===== src/rtl/bcd_display_driver.sv =====
// bcd_display_driver: 8-bit binary -> 3-digit BCD (sequential double-dabble)
// driving a time-multiplexed 3-digit 7-segment display.
//
// Ports:
//   clk         in   rising-edge clock
//   reset       in   asynchronous active-high reset
//   data_in     in   [7:0] unsigned value to convert
//   data_valid  in   strobe: sample data_in this edge
//   busy        out  conversion in progress (SHIFT state)
//   bcd_valid   out  one-cycle pulse, bcd_out just updated
//   bcd_out     out  [11:0] {hundreds,tens,units} of last conversion
//   seg         out  [6:0] {g,f,e,d,c,b,a} for the active digit
//   an          out  [2:0] digit enables, [0]=units .. [2]=hundreds
module bcd_display_driver #(
  parameter int REFRESH_DIV    = 50000,
  parameter bit SEG_ACTIVE_LOW = 1'b1,
  parameter bit BLANK_LEADING  = 1'b1
) (
  input  logic        clk,
  input  logic        reset,
  input  logic [7:0]  data_in,
  input  logic        data_valid,
  output logic        busy,
  output logic        bcd_valid,
  output logic [11:0] bcd_out,
  output logic [6:0]  seg,
  output logic [2:0]  an
);

  localparam int CW = (REFRESH_DIV > 2) ? $clog2(REFRESH_DIV) : 1;

  typedef enum logic [1:0] {
    S_IDLE,
    S_SHIFT,
    S_DONE
  } state_t;

  state_t      r_state;
  state_t      w_next;
  logic [7:0]  r_shift;
  logic [11:0] r_scr;
  logic [2:0]  r_iter;
  logic        r_pend_v;
  logic [7:0]  r_pend;
  logic [11:0] r_bcd;
  logic        r_valid;
  logic [CW-1:0] r_refresh;
  logic [1:0]  r_digit;

  logic [11:0] w_adj;
  logic [3:0]  w_nib;
  logic        w_blank;
  logic [6:0]  w_seg_hi;
  logic [2:0]  w_an_hi;

  // add-3 correction applied to every BCD nibble before the shift
  always_comb begin
    w_adj = r_scr;
    for (int i = 0; i < 3; i++) begin
      if (r_scr[i*4 +: 4] >= 4'd5)
        w_adj[i*4 +: 4] = r_scr[i*4 +: 4] + 4'd3;
    end
  end

  always_comb begin
    w_next = r_state;
    case (r_state)
      S_IDLE:  if (data_valid || r_pend_v) w_next = S_SHIFT;
      S_SHIFT: if (r_iter == 3'd7) w_next = S_DONE;
      S_DONE:  w_next = S_IDLE;
      default: w_next = S_IDLE;
    endcase
  end

  always_ff @(posedge clk or posedge reset) begin
    if (reset) r_state <= S_IDLE;
    else       r_state <= w_next;
  end

  always_ff @(posedge clk or posedge reset) begin
    if (reset) begin
      r_shift  <= '0;
      r_scr    <= '0;
      r_iter   <= '0;
      r_pend_v <= 1'b0;
      r_pend   <= '0;
      r_bcd    <= '0;
      r_valid  <= 1'b0;
    end else begin
      r_valid <= 1'b0;
      case (r_state)
        S_IDLE: begin
          // a fresh strobe beats (and discards) a pending value
          if (data_valid) begin
            r_shift  <= data_in;
            r_scr    <= '0;
            r_iter   <= '0;
            r_pend_v <= 1'b0;
          end else if (r_pend_v) begin
            r_shift  <= r_pend;
            r_scr    <= '0;
            r_iter   <= '0;
            r_pend_v <= 1'b0;
          end
        end
        S_SHIFT: begin
          r_scr   <= {w_adj[10:0], r_shift[7]};
          r_shift <= {r_shift[6:0], 1'b0};
          r_iter  <= r_iter + 3'd1;
        end
        S_DONE: begin
          r_bcd   <= r_scr;
          r_valid <= 1'b1;
        end
        default: ;
      endcase
      // newest strobe while busy/done wins the one-deep slot
      if (data_valid && r_state != S_IDLE) begin
        r_pend   <= data_in;
        r_pend_v <= 1'b1;
      end
    end
  end

  always_ff @(posedge clk or posedge reset) begin
    if (reset) begin
      r_refresh <= '0;
      r_digit   <= '0;
    end else if (r_refresh == CW'(REFRESH_DIV - 1)) begin
      r_refresh <= '0;
      r_digit   <= (r_digit == 2'd2) ? 2'd0 : r_digit + 2'd1;
    end else begin
      r_refresh <= r_refresh + 1'b1;
    end
  end

  always_comb begin
    case (r_digit)
      2'd0:    w_nib = r_bcd[3:0];
      2'd1:    w_nib = r_bcd[7:4];
      default: w_nib = r_bcd[11:8];
    endcase
  end

  always_comb begin
    w_blank = 1'b0;
    if (BLANK_LEADING) begin
      if (r_digit == 2'd2 && r_bcd[11:8] == 4'd0)
        w_blank = 1'b1;
      if (r_digit == 2'd1 && r_bcd[11:4] == 8'd0)
        w_blank = 1'b1;
    end
  end

  always_comb begin
    case (w_nib)
      4'd0:    w_seg_hi = 7'b0111111;
      4'd1:    w_seg_hi = 7'b0000110;
      4'd2:    w_seg_hi = 7'b1011011;
      4'd3:    w_seg_hi = 7'b1001111;
      4'd4:    w_seg_hi = 7'b1100110;
      4'd5:    w_seg_hi = 7'b1101101;
      4'd6:    w_seg_hi = 7'b1111101;
      4'd7:    w_seg_hi = 7'b0000111;
      4'd8:    w_seg_hi = 7'b1111111;
      4'd9:    w_seg_hi = 7'b1101111;
      default: w_seg_hi = 7'b0000000;
    endcase
    if (w_blank) w_seg_hi = 7'b0000000;
  end

  always_comb begin
    case (r_digit)
      2'd0:    w_an_hi = 3'b001;
      2'd1:    w_an_hi = 3'b010;
      default: w_an_hi = 3'b100;
    endcase
  end

  assign seg       = SEG_ACTIVE_LOW ? ~w_seg_hi : w_seg_hi;
  assign an        = SEG_ACTIVE_LOW ? ~w_an_hi : w_an_hi;
  assign busy      = (r_state == S_SHIFT);
  assign bcd_valid = r_valid;
  assign bcd_out   = r_bcd;

endmodule


===== config.mk =====
export PLATFORM = sky130hd
export DESIGN_NAME = bcd_display_driver
export DESIGN_NICKNAME = d
export VERILOG_FILES = /design/src/rtl/bcd_display_driver.sv
export SDC_FILE = /design/constraint.sdc
export NUM_CORES = 1
export LEC_CHECK = 0
export ABC_AREA = 1
export ABC_CLOCK_PERIOD_IN_PS = 2100
export BUFFER_PORTS_ARGS = -buffer_cell sky130_fd_sc_hd__buf_2
export CAP_MARGIN = 20
export CORE_ASPECT_RATIO = 0.6
export CORE_MARGIN = 10
export CORE_UTILIZATION = 40
export DETAILED_ROUTE_END_ITERATION = 16
export GPL_TIMING_DRIVEN = 0
export PLACE_DENSITY_LB_ADDON = 0.3
export RECOVER_POWER = 25
export SYNTH_ARGS = -nofsm -noshare
export SYNTH_HDL_FRONTEND = slang
export SYNTH_SLANG_ARGS = --single-unit

===== constraint.sdc =====
create_clock -name clk -period 2.1 [get_ports clk]
set_clock_uncertainty 0.1 [all_clocks]
set_input_delay 0.42 -clock clk [delete_from_list [all_inputs] [get_ports clk]]
set_output_delay 0.42 -clock clk [all_outputs]
set_load 0.02 [all_outputs]

Yosys cells after proc, flatten, opt, wreduce, memory -nomap -nowiden
Memories as Yosys holds them, arrays and structs flattened.
Index checks and enable logic that the tools add are counted.
Widths: inputs -> output; s select.

storage, ports and cells
  flip-flop bits (word level) = 65
  memory bits (read-only) = 112
  bits of input ports = 11
  output and inout port bits = 24
  word-level logic and storage cells = 69
  memories = 1

memories
  name             words  bits a word  read ports  clocked after Yosys merged registers in  wr ports  RTL line  RTL
  (no name shown)  16     7            1           0                                        0         156       case (w_nib)

cells by class
  add/subtract/negate cells = 6
  order comparisons = 3
  equality and inequality tests = 9
  mux-type cells = 25
  bitwise gates (word level) = 2
  reductions and logical operators = 13

operators by type and width
  operator               count
  $mux 12                2
  $pmux 12 s2            1
  $add 16x1->16 const B  1
  $eq 16x16->1 const B   1
  $mux 16                1
  $mux 8                 2
  $pmux 8 s2             1
  $ge 4x3->1 const B     3
  $pmux 3 s2             2
  $mux 3                 3
  $add 4x2->4 const B    2
  $logic_not 8->1        1
  $mux 4                 2
  $pmux 4 s2             1
  $mux 7                 1
  $not 7->7              1
  $mux 2                 3
  $reduce_bool 2->1      3
  $mux 1                 5
  $eq 2x1->1 const B     2
  $eq 2x2->1 const B     2
  $logic_not 2->1        2
  $logic_not 4->1        1
  $pmux 2 s2             1
  other kinds (11)       14

Logic depth before layout (Yosys ltp)
Gate-level depths: netlist (run 1).

  depth in word-level cells = 6
  mapped depth = 10
  gate-level depth less buffers = 10

Worst setup path before layout (run 1)
OpenSTA, ideal clock, no wires.

  path kind = register to output
  from = reg r_digit[1]
  to = out seg[5]
  arrival time = 1.729 ns
  required time = 1.580 ns
  setup slack = -0.149 ns
  cell stages (with the launch flop) = 11
  buffers on the path = 0
  cells stage by stage = dfrtp_1 > inv_2 > nand2_1 > nor2_1 > nor2_1 > inv_1 > ha_1 > inv_1 > nand4_1 > nand3_1 > nand3_1

between the ends
  longest elaborated chain between the ends = 6
  elaborated cells between the ends (all ways) = 11
  classes of those cells = eq/ne: 2; mux: 4; bitwise: 1; reduce/logical: 3; memory: 1

RTL lines
  item                                                  RTL line  RTL
  start: declaration                                    48        logic [1:0] r_digit;
  start signal: assignment                              131       r_digit <= (r_digit == 2'd2) ? 2'd0 : r_digit + 2'd1;
  branches (longest 4 deep; another with $mem_v2 16x7)  n/a
  $mux 7 *                                              169       if (w_blank) w_seg_hi = 7'b0000000;
  $not 7->7 *                                           180       assign seg = SEG_ACTIVE_LOW ? ~w_seg_hi : w_seg_hi;
  end: declaration                                      26        output logic [6:0] seg,

Every way passes the cells marked *.

Final worst setup path (run 1)
  from = reg r_digit[0]
  to = out seg[0]

Same word-level chain as after synthesis.

==> flow_summary.ini, run 1 <==
[critical_path]
critPathCaptureType = output pin
max_stage_delay_ns = 0.46
critPathTopFamily = simple AND/OR/NAND/NOR gates
critPathMaxFanout = 5
crit_path_cell_trace = buf_4 > nand3_2 > nand2_2 > nor2_4 > inv_2 > ha_1 > inv_1 > nand2_1 > nand3_1 > nand3_2 > buf_6
path_buf_inv = 4
required_ns = 1.58
start_kind = register
crit_arrival_ns = 2.07
slowest_stage = dfrtp_2
cpMostUsedCell = nand3_2
crit_type = register to output pin

[timing]
holdWs_ns = 0.141
slew_headroom_pct = 44.5
setup_ws_ns = -0.493
max_freq_mhz = 386
finalCritPeriodShare_pct = 123
period_minus_slack_ns = 2.59
hold_violations = 0
setup_viol = 7
fin_tns_setup_ns = -2.82
rsz0062_at_grt = yes
worst_pin_slew_ns = 0.831
slew_viol_final = 0

[clock_network]
cts-root-buf = clkbuf_16
cts_tree = yes
clk_pin_slew_ns = 0.05
clkLatencyLatePin_ns = 0.33
clockBufferDepth = 2
clock_sinks = 65
cts_buffers = 9
htree_levels = 3

[logic_synthesis]
syn_inst = 424
synth_top_area_share_pct = 48.4
synth_largest_area_cell = dfrtp_1
synth_area_leaders = dfrtp_1 (48%), nand2_1 (11%), o21ai_0 (7.6%)
synth_edf_count = 0
postSynthAreaPerCell_um2 = 7.93
ys_seq_elements = 65
syn_nets = 449
synthFlopType = dfrtp_1
synthesis.area_mm2 = 0.00336
yosys_warnings = 0
synth_seq_area_share_pct = 48.4
async_flop_share_pct = 100
yosysUniqueCellTypes = 27

[global_route]
use_met1_pct = 18.2
gr-total-overflow = 0
grt_pass1_vias = 3057
grt_antenna_before_repair = 0
grt_use_met2_pct = 21.0
grt_pass1_wl_um = 14700
grt_util_met3_pct = 4.00
busiest_layer = met2
grt_max_degree = 39
gr-usage-all-layers_pct = 13.9

[run_status]
status = finished with violations
violations = setup timing

[route]
routed_wl_um = 8970
ant_nets = 0
drtPass1Iterations = 7
drc = 0
drtIter0Drc = 258
num_vias = 3128
routedWlPerCell_um = 15.0
viasPerCell = 5.24

[flow_run]
max-cap-violations = 0

[place]
place_congestion = 0.882
port_buffers = 34
pre_cts_ws_ns = -0.244
dpl.hpwl_um = 5700
placed_cells = 567
dpl_cell_area_mm2 = 0.00370

[floorplanning]
die_h_um = 91.0
rows = 25
core_area_mm2 = 0.00804
die-area_mm2 = 0.0126
die_w_um = 138
io_pins = 35
start_util_pct = 41.8

[cells_and_area]
fin_nets = 509
fin_cells = 597
drive_above_1_share_pct = 22.7
final_cell_area_mm2 = 0.00435
fin_util_pct = 54.1
antennaDiodeCount = 0
syn_to_final_growth_pct = 29.2

[pwr]
power_density_mw_per_mm2 = 1500
finalPower_mw = 6.51
leakage_nw = 2.19
ir_drop_mv = 0.690

[hold_path]
hold_class = primary input to asynchronous set/reset pin
==> path summary, 6_finish.rpt <==
check	from	to	slack, ns	cells past startpoint
setup / recovery	r_digit[0]$_DFFE_PP0N_	seg[0]	-0.49	11
hold / removal	reset	r_pend[2]$_DFFE_PP0P_	0.14	2
setup reg to reg	r_scr[4]$_DFFE_PP0P_	r_scr[5]$_DFFE_PP0P_	0.46	9
hold reg to reg	r_refresh[0]$_DFF_PP0_	r_refresh[0]$_DFF_PP0_	0.36	1
max in group asynchronous	reset	r_digit[1]$_DFFE_PP0N_	1.15	3
min in group clk	data_in[6]	r_pend[6]$_DFFE_PP0P_	0.27	3
==> worst register-to-register path, delay by kind of cell, from the launching register on <==
family / cells / cell delay [ns]
simple gates: 5 / 0.51
compound gates: 1 / 0.08
flops: 1 / 0.40
buf+inv: 2 / 0.21
fa+ha+maj: 1 / 0.22
==> repair_timing <==
action	CTS	global route
pin swaps	11	7
cloned	0	0
endpoints found under the setup margin	7	8
hold buffers	0	0
buffers inserted	15	2
gates resized for setup	32	26
==> sequential cells by signal (all words and copies together), names as in the netlist <==
| signal | flops |
|---|---|
| bcd_valid | 1 |
| r_pend | 8 |
| r_scr | 12 |
| r_pend_v | 1 |
| r_digit | 2 |
| r_state | 2 |
| r_iter | 3 |
| r_refresh | 16 |
| r_shift | 8 |
| bcd_out | 12 |
==> layer usage <==
metal | share of wire, % | wire length, um | vias up
met5 | 0 | 0 | -
met3 | 6.9 | 620 | 31
met4 | 3.4 | 307 | 0
li1 | - | - | 1488
met1 | 46 | 4150 | 1472
met2 | 43 | 3890 | 137
==> final cells by class <==
| type | instances | area [um^2] |
|---|---|---|
| fill | 692 | 3690 |
| sequential | 65 | 1630 |
| multi-input combinational | 283 | 1580 |
| timing repair buffer | 49 | 353 |
| inverter | 67 | 258 |
| clock buffer | 11 | 243 |
| tap | 108 | 135 |
| clock inverter | 5 | 103 |
| buffer | 9 | 48.8 |
==> cells in the mapped netlist (6+ instances only) <==
cell and n:
a21oi_1 8, ha_1 14, o21ai_0 51, buf_2 7, o211ai_1 10, inv_1 63, o21ai_1 9, nand2_1 99
nor2_1 36, dfrtp_1 65, nand4_1 6, nand3_1 29
==> power by group <==
| part | internal, mW | switching (mW) |
|---|---|---|
| clock | 1.19 | 0.540 |
| sequential | 1.66 | 0.306 |
| combinational | 1.09 | 1.73 |
==> cell usage in the layout, fill, tap and decap left out, types with 2 or more instances in the layout <==
cell        Yosys  layout
buf_4           1      12
nand3_4         0       2
nand2_4         0       2
nor3_1          2       2
a21oi_1         8       8
inv_1          63      57
buf_2           7      32
nand2_1        99      90
dfrtp_1        65      63
inv_2           3       7
nand3_2         2       7
nand3_1        29      22
o22ai_1         3       2
clkbuf_16       0       9
nor2_4          0       3
buf_6           0      11
nand2_2         1       8
dfrtp_2         0       2
o21ai_1         9       9
nor2_2          2       3
o211ai_1       10      10
xor2_1          4       4
ha_2            0       2
bufinv_16       0       3
clkbuf_1        1       3
nor2_1         36      32
xnor2_1         2       2
a22o_1          2       2
o21ai_0        51      51
ha_1           14      11
nand4_1         6       6
clkinvlp_4      0       2
==> cell families after synthesis <==
kind of cell    after synthesis  synth area share [%]
compound gates               84                  13.7
xor+xnor                      6                  1.56
fa+ha+maj                    14                  5.21
buf+inv                      76                  8.85
flops                        65                  48.4
simple gates                179                  22.3
Note: power is estimated with default switching activity, not from simulation.
==> run 2, diff against run 1 <==
Settings changed: PLACE_DENSITY set to 0.6, PLACE_DENSITY_LB_ADDON 0.3 to not set.
==> run 2 against run 1 <==
The flow still finishes with violations (setup timing). Largest cell class unchanged. Worst hold slack better by 0.068 ns. Clock power down 17%. Sequential cell count unchanged. Combinational power down 6%. Largest power group unchanged. Wire length down 8.9%.
==> flow_summary.ini, run 2 (synthesis results as in run 1) <==
[run_status]
status = finished with violations
violations = setup timing

[place]
place_congestion = 0.854
port_buffers = 34
dpl.hpwl_um = 5840
pre_cts_ws_ns = -0.284

[clock_network]
cts_tree = yes
clkLatencyLatePin_ns = 0.32
clock_sinks = 65
clk_pin_slew_ns = 0.05
htree_levels = 3
clockBufferDepth = 2
cts-root-buf = clkbuf_16
cts_buffers = 9
cts_hold_buf = 0

[route]
drtIter0Drc = 241
routed_wl_um = 8170
drtPass1Iterations = 5
routedWlPerCell_um = 13.7
num_vias = 2920
drc = 0
ant_nets = 0
viasPerCell = 4.88

[cells_and_area]
syn_to_final_growth_pct = 25.7
fin_nets = 510
seq_area_mm2 = 0.00163
antennaDiodeCount = 0
fill_cells = 720
drive_above_1_share_pct = 21.4
final_common_cell = nand2_1
largest_reg_flops = 16
final_cell_mix = nand2_1 (92), dfrtp_1 (63), inv_1 (56)
multi_input_area_mm2 = 0.00153
top_register = r_refresh

[timing]
slew_headroom_pct = 24.5
setup_viol = 7
slew_viol_final = 0
hold_violations = 0
max_freq_mhz = 397
setup_ws_ns = -0.419
rsz0062_at_grt = yes
worst_pin_slew_ns = 1.13
finalCritPeriodShare_pct = 120
period_minus_slack_ns = 2.52

[pwr]
finalPower_mw = 6.05
combinationalPowerShare_pct = 43.7
power_density_mw_per_mm2 = 1430
clkPwrFrac_pct = 23.8
ir_drop_mv = 0.750
leakage_nw = 2.13
p_sw_mw = 2.39
internal_power_mw = 3.66
seqPwrFrac_pct = 32.5
swShare_pct = 39.4

[global_route]
grt_pass1_wl_um = 13800
grt_pass1_vias = 2882
grt_max_degree = 42
gr-usage-all-layers_pct = 13.0
gr-total-overflow = 0
grt_antenna_before_repair = 0

[floorplanning]
io_pins = 35
rows = 25
core_area_mm2 = 0.00804
die_w_um = 138
die_h_um = 91.0
start_util_pct = 41.8
die-area_mm2 = 0.0126

[critical_path]
required_ns = 1.58
start_kind = register
crit_arrival_ns = 2.00
crit_start = r_digit[1]$_DFFE_PP0N_
critPathMaxFanout = 5
critPathCaptureType = output pin
regToRegStartpoint = r_refresh[0]$_DFF_PP0_
crit_type = register to output pin

[flow_run]
max-cap-violations = 0

[hold_path]
hold_class = primary input to asynchronous set/reset pin
[run 2: path summary, 6_finish.rpt]
| path | slack [ns] | cells past startpoint | endpoint |
|---|---|---|---|
| max in group asynchronous | 0.23 | 3 | r_digit[1]$_DFFE_PP0N_ |
| max reg2reg | 0.47 | 8 | r_refresh[6]$_DFF_PP0_ |
| max | -0.42 | 11 | seg[3] |
| min | 0.21 | 2 | r_pend[7]$_DFFE_PP0P_ |
| min in group clk | 0.27 | 3 | r_pend[4]$_DFFE_PP0P_ |
| min reg2reg | 0.36 | 1 | r_refresh[0]$_DFF_PP0_ |
[run 2: worst max-delay path, cell delays in order, from the launching register on]
cell and delay, ns:
dfrtp_2 0.46, buf_4 0.16, nor2_4 0.11, nand2_2 0.08, nand3_2 0.09, inv_2 0.06, ha_4 0.21, inv_2 0.04
nand4_1 0.12, nand3_1 0.13, nand3_2 0.07, buf_6 0.13
[run 2: area by class of cell]
type | count | share of cell area, %
Buffer | 9 | 1.15
Clock buffer | 13 | 5.92
Clock inverter | 3 | 0.947
Inverter | 67 | 6.04
Multi-Input combinational cell | 283 | 36.2
Sequential cell | 65 | 38.5
Tap cell | 108 | 3.20
Timing Repair Buffer | 50 | 8.02
[run 2: per-stage QoR]
step	instance area [um^2]	TNS, ns	cells	hold slack, ns	util (%)
final	4230	-2.46	598	0.208	52.6
after global routing	4230	-4.17	598	0.269	52.6
after CTS	4140	-2.29	592	0.0689	51.5
after detailed placement	3700	-0.942	567	0.360	46.1
after global placement	3680	-0.833	566	0.356	45.8
after floorplan	3380	-0.00908	424	0.332	-
[run 2: routing by layer]
layer  global-route usage, %  vias to the layer above  part of all wire (%)
li1                        -                     1495                     -
met1                    18.2                     1359                    52
met2                    18.4                       60                    42
met3                    4.37                        6                   4.9
met4                    3.93                        0                  0.80
met5                       0                        -                     0
[run 2: power groups by stage]
stage          Sequential [mW]  Combinational, mW  Clock, mW
3_5_place_dp              1.97               2.29          0
2_1_floorplan             2.02               1.53          0
3_3_place_gp              1.97               2.24          0
6_report                  1.96               2.64       1.44
5_1_grt                   2.02               2.95       1.54
4_1_cts                   1.96               2.57       1.48
[run 2: what timing repair did]
action / CTS / global route
setup buffers: 9 / 6
endpoints found under the setup margin: 7 / 8
pin swaps: 8 / 6
gates resized for setup: 29 / 18
